$ cat src/rtl/sram_seg_sched_pkg.sv
// Shared types and constants for the segmented-SRAM scheduler.
//   - state_t : scheduler FSM states (also exported on the debug port)
//   - grant_t : identity of the requester that was granted last
//   - line_t  : one full 128-bit SRAM line (NSEG segments of SEG_W bits)
// TIMEOUT_CYC is only referenced when SRAM_TIMEOUT_EN is defined.
package sram_sched_pkg;
  localparam int SEG_W       = 16;
  localparam int NSEG        = 8;
  localparam int SEL_W       = 3;
  localparam int ADDR_W      = 4;
  localparam int LINE_W      = SEG_W * NSEG;
  localparam int TIMEOUT_CYC = 64;

  typedef enum logic [2:0] {
    IDLE      = 3'd0,
    SCAN_XFER = 3'd1,
    SCAN_DONE = 3'd2,
    CORE_XFER = 3'd3,
    CORE_DONE = 3'd4
  } state_t;

  typedef enum logic {
    SCAN = 1'b0,
    CORE = 1'b1
  } grant_t;

  typedef logic [LINE_W-1:0] line_t;
endpackage

$ cat src/rtl/sram_seg_sched_rr_arb2.sv
// rr_arb2: two-way round-robin arbiter.
// Ports:
//   clk, rst       : clock, synchronous active-high reset (last grant -> CORE)
//   i_req_scan     : scan requester pending
//   i_req_core     : core requester pending
//   i_grant_en     : arbitration allowed this cycle (scheduler idle)
//   o_gnt_scan/core: one-hot grant, combinational, only while i_grant_en
// When both requests are pending the requester that was not granted last
// wins; the last-grant register only moves on an actual grant.
module rr_arb2
  import sram_sched_pkg::*;
(
  input  logic clk,
  input  logic rst,
  input  logic i_req_scan,
  input  logic i_req_core,
  input  logic i_grant_en,
  output logic o_gnt_scan,
  output logic o_gnt_core
);
  grant_t r_last;

  always_comb begin
    o_gnt_scan = 1'b0;
    o_gnt_core = 1'b0;
    if (i_grant_en) begin
      if (i_req_scan && i_req_core) begin
        if (r_last == CORE) o_gnt_scan = 1'b1;
        else                o_gnt_core = 1'b1;
      end else begin
        o_gnt_scan = i_req_scan;
        o_gnt_core = i_req_core;
      end
    end
  end

  always_ff @(posedge clk) begin
    if (rst) begin
      r_last <= CORE;
    end else if (o_gnt_scan) begin
      r_last <= SCAN;
    end else if (o_gnt_core) begin
      r_last <= CORE;
    end
  end
endmodule

$ cat src/rtl/sram_seg_sched.sv
// sram_seg_sched: schedules a scan single-segment port and a SIMD-core line
// port onto one segment-wide SRAM interface.
// Optional feature macro: SRAM_TIMEOUT_EN (abort an access after TIMEOUT_CYC
// cycles without sram_ready and raise sticky sram_err).
// Handshakes:
//   scan_ren/scan_wen and core_req are levels held by the requester until the
//   matching one-cycle completion pulse (scan_ready / core_ack). Read data is
//   valid with the pulse and held afterwards. The SRAM side presents
//   registered strobes that stay high until the cycle sram_ready = 1.
// Ports: clk, rst; scan_* (scan port); core_* (line port); sram_* (SRAM
//   segment interface); busy (not IDLE); sram_err; dbg_state (FSM state).
module sram_seg_sched
  import sram_sched_pkg::*;
(
  input  logic              clk,
  input  logic              rst,
  input  logic              scan_ren,
  input  logic              scan_wen,
  input  logic [ADDR_W-1:0] scan_addr,
  input  logic [SEL_W-1:0]  scan_seg_sel,
  input  logic [SEG_W-1:0]  scan_wdata,
  output logic [SEG_W-1:0]  scan_rdata,
  output logic              scan_ready,
  input  logic              core_req,
  input  logic              core_we,
  input  logic [ADDR_W-1:0] core_addr,
  input  line_t             core_wdata,
  output line_t             core_rdata,
  output logic              core_ack,
  output logic              sram_ren,
  output logic              sram_wen,
  output logic [ADDR_W-1:0] sram_addr,
  output logic [SEL_W-1:0]  sram_seg_sel,
  output logic [SEG_W-1:0]  sram_wdata,
  input  logic [SEG_W-1:0]  sram_rdata,
  input  logic              sram_ready,
  output logic              busy,
  output logic              sram_err,
  output state_t            dbg_state
);
  state_t            r_state;
  logic              r_hold_scan;   // one-cycle holdoff after scan_ready
  logic              r_hold_core;   // one-cycle holdoff after core_ack
  logic              r_we;
  logic [SEL_W-1:0]  r_seg;
  line_t             r_line;
  line_t             r_core_wdata;

  logic              w_scan_req;
  logic              w_core_req;
  logic              w_gnt_scan;
  logic              w_gnt_core;
  logic              w_abort;
  logic              w_done;
  logic [SEG_W-1:0]  w_rdata_in;
  logic [SEL_W-1:0]  w_seg_nxt;
  line_t             w_line_next;

  assign w_scan_req = (scan_ren | scan_wen) & ~r_hold_scan;
  assign w_core_req = core_req & ~r_hold_core;
  assign w_done     = sram_ready | w_abort;
  // An aborted access returns zero rather than whatever is on the bus.
  assign w_rdata_in = w_abort ? '0 : sram_rdata;
  assign w_seg_nxt  = r_seg + 3'd1;
  assign busy       = (r_state != IDLE);
  assign dbg_state  = r_state;

  rr_arb2 u_arb (
    .clk        (clk),
    .rst        (rst),
    .i_req_scan (w_scan_req),
    .i_req_core (w_core_req),
    .i_grant_en (r_state == IDLE),
    .o_gnt_scan (w_gnt_scan),
    .o_gnt_core (w_gnt_core)
  );

  // Line buffer with the current segment merged in, so the last segment is
  // visible in core_rdata in the same cycle core_ack rises.
  always_comb begin
    w_line_next = r_line;
    w_line_next[int'(r_seg)*SEG_W +: SEG_W] = w_rdata_in;
  end

`ifdef SRAM_TIMEOUT_EN
  localparam int TMO_W = $clog2(TIMEOUT_CYC) + 1;
  logic [TMO_W-1:0] r_tmo;
  logic             r_err;
  logic             w_xfer;

  assign w_xfer   = (r_state == SCAN_XFER) || (r_state == CORE_XFER);
  assign w_abort  = w_xfer && !sram_ready && (r_tmo == TMO_W'(TIMEOUT_CYC - 1));
  assign sram_err = r_err;

  // Counts wait cycles of the segment currently presented; sram_ready (which
  // also issues the next segment) and leaving XFER restart it.
  always_ff @(posedge clk) begin
    if (rst) begin
      r_tmo <= '0;
      r_err <= 1'b0;
    end else begin
      if (w_xfer && !sram_ready && !w_abort) r_tmo <= r_tmo + 1'b1;
      else                                    r_tmo <= '0;
      if (w_abort) r_err <= 1'b1;
    end
  end
`else
  assign w_abort  = 1'b0;
  assign sram_err = 1'b0;
`endif

  always_ff @(posedge clk) begin
    if (rst) begin
      r_state      <= IDLE;
      r_hold_scan  <= 1'b0;
      r_hold_core  <= 1'b0;
      r_we         <= 1'b0;
      r_seg        <= '0;
      r_line       <= '0;
      r_core_wdata <= '0;
      scan_rdata   <= '0;
      scan_ready   <= 1'b0;
      core_rdata   <= '0;
      core_ack     <= 1'b0;
      sram_ren     <= 1'b0;
      sram_wen     <= 1'b0;
      sram_addr    <= '0;
      sram_seg_sel <= '0;
      sram_wdata   <= '0;
    end else begin
      scan_ready  <= 1'b0;
      core_ack    <= 1'b0;
      r_hold_scan <= 1'b0;
      r_hold_core <= 1'b0;
      case (r_state)
        IDLE: begin
          if (w_gnt_scan) begin
            // Write wins when both scan strobes are set.
            sram_ren     <= ~scan_wen;
            sram_wen     <= scan_wen;
            sram_addr    <= scan_addr;
            sram_seg_sel <= scan_seg_sel;
            sram_wdata   <= scan_wdata;
            r_state      <= SCAN_XFER;
          end else if (w_gnt_core) begin
            sram_ren     <= ~core_we;
            sram_wen     <= core_we;
            sram_addr    <= core_addr;
            sram_seg_sel <= '0;
            sram_wdata   <= core_wdata[SEG_W-1:0];
            r_core_wdata <= core_wdata;
            r_we         <= core_we;
            r_seg        <= '0;
            r_line       <= '0;
            r_state      <= CORE_XFER;
          end
        end
        SCAN_XFER: begin
          if (w_done) begin
            if (!sram_wen) scan_rdata <= w_rdata_in;
            sram_ren   <= 1'b0;
            sram_wen   <= 1'b0;
            scan_ready <= 1'b1;
            r_state    <= SCAN_DONE;
          end
        end
        SCAN_DONE: begin
          r_hold_scan <= 1'b1;
          r_state     <= IDLE;
        end
        CORE_XFER: begin
          if (w_done) begin
            if (!r_we) r_line <= w_line_next;
            if ((r_seg == SEL_W'(NSEG - 1)) || w_abort) begin
              sram_ren <= 1'b0;
              sram_wen <= 1'b0;
              core_ack <= 1'b1;
              if (!r_we) core_rdata <= w_line_next;
              r_state  <= CORE_DONE;
            end else begin
              // Strobes stay asserted; next segment goes out back-to-back.
              r_seg        <= w_seg_nxt;
              sram_seg_sel <= w_seg_nxt;
              sram_wdata   <= r_core_wdata[int'(w_seg_nxt)*SEG_W +: SEG_W];
            end
          end
        end
        CORE_DONE: begin
          r_hold_core <= 1'b1;
          r_state     <= IDLE;
        end
        default: r_state <= IDLE;
      endcase
    end
  end
endmodule

$ cat config.mk
export PLATFORM = sky130hd
export DESIGN_NAME = sram_seg_sched
export DESIGN_NICKNAME = d
export VERILOG_FILES = /design/src/rtl/sram_seg_sched_pkg.sv /design/src/rtl/sram_seg_sched_rr_arb2.sv /design/src/rtl/sram_seg_sched.sv
export SDC_FILE = /design/constraint.sdc
export NUM_CORES = 1
export LEC_CHECK = 0
export BUFFER_PORTS_ARGS = -buffer_cell sky130_fd_sc_hd__buf_2
export CAP_MARGIN = 20
export CORE_ASPECT_RATIO = 0.8
export CORE_UTILIZATION = 50
export DETAILED_ROUTE_END_ITERATION = 7
export PLACE_DENSITY = 0.8
export SETUP_SLACK_MARGIN = 0.1
export SYNTH_ARGS = -nofsm -noshare
export SYNTH_HDL_FRONTEND = slang
export SYNTH_SLANG_ARGS = --single-unit
$ cat constraint.sdc
create_clock -name clk -period 3.13 [get_ports clk]
set_input_delay 0.626 -clock clk [delete_from_list [all_inputs] [get_ports clk]]
set_output_delay 0.626 -clock clk [all_outputs]
set_load 0.03 [all_outputs]
== Word-level counts from Yosys, hierarchy flattened ==
Index checks and enable logic that the tools add are counted.
Word-level totals
  logic and storage cells: 112
  register bits after elaboration: 437
  input bits: 178
  output and inout port bits: 176
Operators by class
  multiplexer cells: 47
  eq/ne operators: 13
  shift operators: 3
  bitwise logic cells: 13
  reductions and logical operators: 17
  $add $sub $neg: 2
Operators with widths (number)
  $mux W128: 4
  $pmux W128 S2: 1
  $bwmux W128: 1
  $shift A16 B33 Y128 const A: 1
  $shiftx A128 B8 Y16: 1
  $shiftx A16 B33 Y128: 1
  $mux W16: 4
  $neg A7 Y33: 1
  $pmux W16 S2: 1
  $mux W3: 10
  $mux W1: 19
  $reduce_and A5 Y1: 3
  $ne A2 B2 Y1 const B: 7
  $pmux W3 S2: 2
  $reduce_and A4 Y1: 3
  $not A1 Y1: 10
  $pmux W3 S3: 1
  $mux W4: 2
  $eq A3 B2 Y1 const B: 2
  $eq A3 B3 Y1 const B: 2
  $pmux W1 S3: 2
  $reduce_and A3 Y1: 2
  $reduce_bool A3 Y1: 2
  $reduce_bool A2 Y1: 2
  10 further kinds: 11

== Longest topological paths before layout ==
  depth in word-level cells: 8
  gate-level depth with buffers: 11
  depth with buffers taken out: 7

== By module ==
Synthesis repeated with hierarchy kept, for this count alone.
Second synthesis, totals
  cell total of the unflattened synthesis: 2229
  area total of the unflattened synthesis: 18960.7 um^2
By module, submodules not included
  sram_seg_sched: area an instance 18901.9 um^2, cells an instance 2221, seq. area each 8728.4 um^2, instances 1
  rr_arb2: area an instance 58.8 um^2, cells an instance 8, seq. area each 20.0 um^2, instances 1

== Worst setup path after synthesis ==
Ideal clock, no wire load.
  path type: register to register
  start point: register r_seg[0]
  end point: register r_line[70]
  data required time: 3.069 ns
  period minus slack after synthesis: 2.689 ns
  slack: 0.441 ns
  library setup time: 0.061 ns
  data arrival time: 2.628 ns
  buffers on the path: 5
  stages on the path, launching flop included: 12
  cell sequence: dfxtp_1 -> inv_1 -> clkbuf_1 -> ha_1 -> ha_1 -> clkbuf_1 -> nor4bb_1 -> buf_2 -> and2_1 -> buf_1 -> clkbuf_1 -> a32o_1
On the way
  cells in the longest elaborated chain, start to end: 6
Ends and longest elaborated chain
  start, declared: RTL line sram_seg_sched.sv:45  | logic [SEL_W-1:0] r_seg;
  start signal, assigned: RTL line sram_seg_sched.sv:182  | r_seg <= w_seg_nxt;
  $neg A7 Y33 *: RTL line sram_seg_sched.sv:82  | w_line_next[int'(r_seg)*SEG_W +: SEG_W] = w_rdata_in;
  $shiftx A16 B33 Y128 or $shift A16 B33 Y128 (tied branches): RTL line sram_seg_sched.sv:82
  $bwmux W128 *: RTL line sram_seg_sched.sv:82
  $mux W128 *: RTL line sram_seg_sched.sv:173  | if (!r_we) r_line <= w_line_next;
  $mux W128 *: RTL line sram_seg_sched.sv:172  | if (w_done) begin
  $pmux W128 S2 *: RTL line sram_seg_sched.sv:135  | case (r_state)
  end signal, assigned: RTL line sram_seg_sched.sv:173
  end, declared: RTL line sram_seg_sched.sv:46  | line_t r_line;
Mark *: on every way between the ends. The rest lies on a longest branch, timed or not. The select of a mux whose other input is x is not followed.
A chain may end at the register's enable or synchronous reset.

== Final worst setup path ==
  start point: register r_seg[0]
  end point: register sram_wdata[10]
On the way
  cells in the longest elaborated chain, start to end: 5
Ends and longest elaborated chain
  $add A3 B1 Y3: RTL line sram_seg_sched.sv:64  | assign w_seg_nxt = r_seg + 3'd1;
  $shiftx A128 B8 Y16: RTL line sram_seg_sched.sv:184  | sram_wdata <= r_core_wdata[int'(w_seg_nxt)*SEG_W +: SEG_W];
  $mux W16: RTL line sram_seg_sched.sv:174  | if ((r_seg == SEL_W'(NSEG - 1)) || w_abort) begin
  $mux W16: RTL line sram_seg_sched.sv:172
  $pmux W16 S2: RTL line sram_seg_sched.sv:135
  end signal, assigned: RTL line sram_seg_sched.sv:143  | sram_wdata <= scan_wdata;
  end signal, assigned: RTL line sram_seg_sched.sv:150  | sram_wdata <= core_wdata[SEG_W-1:0];
  end signal, assigned: RTL line sram_seg_sched.sv:184
  end, declared: RTL line sram_seg_sched.sv:34  | output logic [SEG_W-1:0] sram_wdata,
Several ways; a longest one is shown, not always the timed one. The select of a mux whose other input is x is not followed.

==> reports/qor.csv <==
stage,metric,value,unit
layout,Layout fillers,2965,
yosys,Post-synth top cells,"dfxtp_1, nand2_1, nor2_1",
layout,Layout Nets,2372,
die,Die Area,36460,sq um
die,DIE WIDTH,213.2,um
worst_setup_path,CP required,3610,ps
placed_design,GPL Wtd Cong,0.9077,
worst_setup_path,CP Cell Sequence,buf_4 > ha_1 > ha_1 > nand2b_1 > or2_2 > a21oi_2 > a32o_1,
cts,root buf cell,clkbuf_16,
pwr,Final Total Pwr,12.46,mW
yosys,"Seq/Total Area, Yosys",49.02,%
die,IO Count,354,
sta,fmax,360.4,MHz
pwr,Cell Pwr Density,581.8,nW/um^2
worst_setup_path,CP max-delay cell,a21oi_2,
yosys,Post-Syn Nets,2097,
yosys,cell taking the most area after synthesis,dfxtp_1,
cts,H-Tree Depth,2,
die,Rows,61,
yosys,post-synthesis sequential element count,437,
yosys,Post-synth EDFFs,0,
grt,vias in the first global route,14513,
placed_design,port bufs,352,
sta,Clock Skew,20.14,ps
drt,Via density,5.783,
grt,grt ovf,0,
worst_setup_path,CP Max Fanout,25,
layout,Final Non-Filler Cells,2693,
worst_setup_path,critical path class,flop to flop,
die,core area,34960,sq um
sta,setup TNS,0,ps
sta,worst-margin pin slew,1132,ps
sta,RSZ-0062 raised after global routing,false,
sta,WHS,321.3,ps
drt,via count,15574,
worst_setup_path,crit end category,flop,
yosys,"Top FF cell, synth",dfxtp_1,
cts,clock-pin slew on the worst setup and hold paths,60,ps
cts,# hold bufs at CTS,0,
yosys,most common cell in the synthesized netlist,dfxtp_1,
placed_design,hpwl dp,36760,um
die,Die Y,171.0,um
drt,routed length per instance,19.66,um
yosys,"top cells by area, synth","dfxtp_1, mux2i_1, nand2_1, a211oi_1, nor2_1",
cts,clock buffer count from CTS,44,
drt,drc violations,0,
grt,total track usage,28.53,%
pwr,Max VDD drop,0.0004201,V
yosys,Gate Count Post-Synth,1912,
layout,n_diodes,0,
sta,period utilization,88.65,%
die,Initial Utilization,51.05,%
placed_design,Placed Cells,2607,
drt,DR iter-0 viols,1423,
cts,setup bufs post-CTS,0,
sta,final hold violations,0,
drt,DRT Pass-1 Iters,5,
cts,CTS resizes,0,
layout,Synth-to-Final Area Change,19.97,%
status,status,completed,
yosys,Synth cell types,50,
yosys,Mapped Area,17850,sq um
yosys,Synthesis Warnings,0,
worst_setup_path,Critical Path AT,3260,ps
worst_setup_path,CP most frequent cell,ha_1,
job,max-cap violations,0,
sta,max-slew violation count,0,
cts,"Clk Latency, worst-skew pair",550,ps
yosys,ys async rst share,0,%
grt,first-pass GRT wire length,81050,um
pwr,leakage,7.941,nW
yosys,Post-Syn Area per Cell,9.334,sq um
drt,Post-DRT Antenna Nets,0,
cts,Clock Tree Buf Depth,3,
cts,CTS tree,yes,
cts,clock sink count,437,
yosys,Synth top area share,49.02,%
sta,minimum clock period,2775,ps
grt,largest net degree at the start of global routing,118,
sta,Max-slew headroom,24.38,%
sta,final setup fails,0,
worst_hold_path,worst min-delay path category,input port to flop,
layout,layout cells sized above 1,24.36,%
worst_setup_path,CP max stage delay,800,ps
grt,initial antenna violation count,0,
worst_setup_path,CP Launch Type,flop,
drt,detailed-route wire length,52930,um
## cells in the final DEF (no fill, tap or decap), types with 6 or more instances in the layout
cell	n
buf_4	36
mux4_2	32
nor2_1	211
a211oi_1	107
buf_2	351
or2_2	15
a211oi_2	6
inv_1	20
clkinv_2	10
mux2i_1	138
nand2b_1	24
nor3_1	7
clkbuf_8	15
a32o_1	52
o2bb2ai_1	32
clkbuf_16	45
a311oi_1	26
buf_12	8
a22o_1	60
dfxtp_1	437
ha_1	6
nand3_1	31
nand2_1	338
a21oi_1	139
clkbuf_1	8
## sequential cells by signal, summed over array words and instances, names as in the netlist
signal / flops
core_ack: 1
core_rdata: 128
dbg_state: 3
r_core_wdata: 128
r_hold_core: 1
r_hold_scan: 1
r_line: 128
r_seg: 3
r_we: 1
scan_rdata: 16
scan_ready: 1
sram_addr: 4
sram_ren: 1
sram_seg_sel: 3
sram_wdata: 16
sram_wen: 1
u_arb.r_last: 1
## metal layers
metal / up-vias / share of wire, % / wire length (um) / GRT usage (%)
met2: 699 / 45 / 23930 / 45.18
met3: 98 / 8.9 / 4694 / 6.112
met1: 7425 / 43 / 22860 / 38.81
li1: 7352 / - / - / -
met5: - / 0 / 0 / 0
met4: 0 / 2.7 / 1449 / 9.006
## metrics by stage
stage	instance area [sq um]	utilization (%)	setup WS, ps
after floorplan	17850	-	441.3
final	21410	61.25	355.1
after detailed placement	19910	56.95	241.2
after global placement	19890	56.90	306.3
after CTS	21350	61.08	352.1
after global routing	21410	61.25	228.7
## where the power goes
part / internal (mW) / switching [mW] / leakage, nW / total [mW]
Sequential: 5.75 / 0.121 / 3.54 / 5.87
Combinational: 0.466 / 0.874 / 3.69 / 1.34
Clock: 3.05 / 2.19 / 0.718 / 5.24
Total: 9.27 / 3.19 / 7.94 / 12.5
## cell type report
type	count	area, sq um	area share [%]
clock inverter	13	95.09	0.4441
clock buffer	67	1349	6.300
tap	472	590.6	2.758
inverter	22	82.58	0.3857
timing repair buffer	400	2250	10.51
multi-input combinational	1282	8295	38.74
sequential	437	8748	40.86
## worst paths after layout
path / end / from / slack, ps / depth (start not counted)
worst max register to register: sram_wdata[10] / r_seg[0] / 360 / 7
worst min register to register: r_core_wdata[119] / r_core_wdata[119] / 450 / 2
worst min-delay path: r_core_wdata[75] / core_wdata[75] / 320 / 3
worst max-delay path: sram_wdata[10] / r_seg[0] / 360 / 7
## critical path, delay by kind of cell (launching register included)
family | cells | cell delay, ps
flops | 1 | 310
compound gates | 2 | 1090
buf+inv | 1 | 230
fa+ha+maj | 2 | 520
simple gates | 2 | 570
## cells by family after synthesis
group	share of synthesized area, %
DFF	49.02
AOI/OAI and AO/OA	18.40
and+or+nand+nor	15.56
muxes	11.78
other	0.02101
buffers and inverters	4.733
adders and majority gates	0.4908
Note: power is estimated with default switching activity, not from simulation.
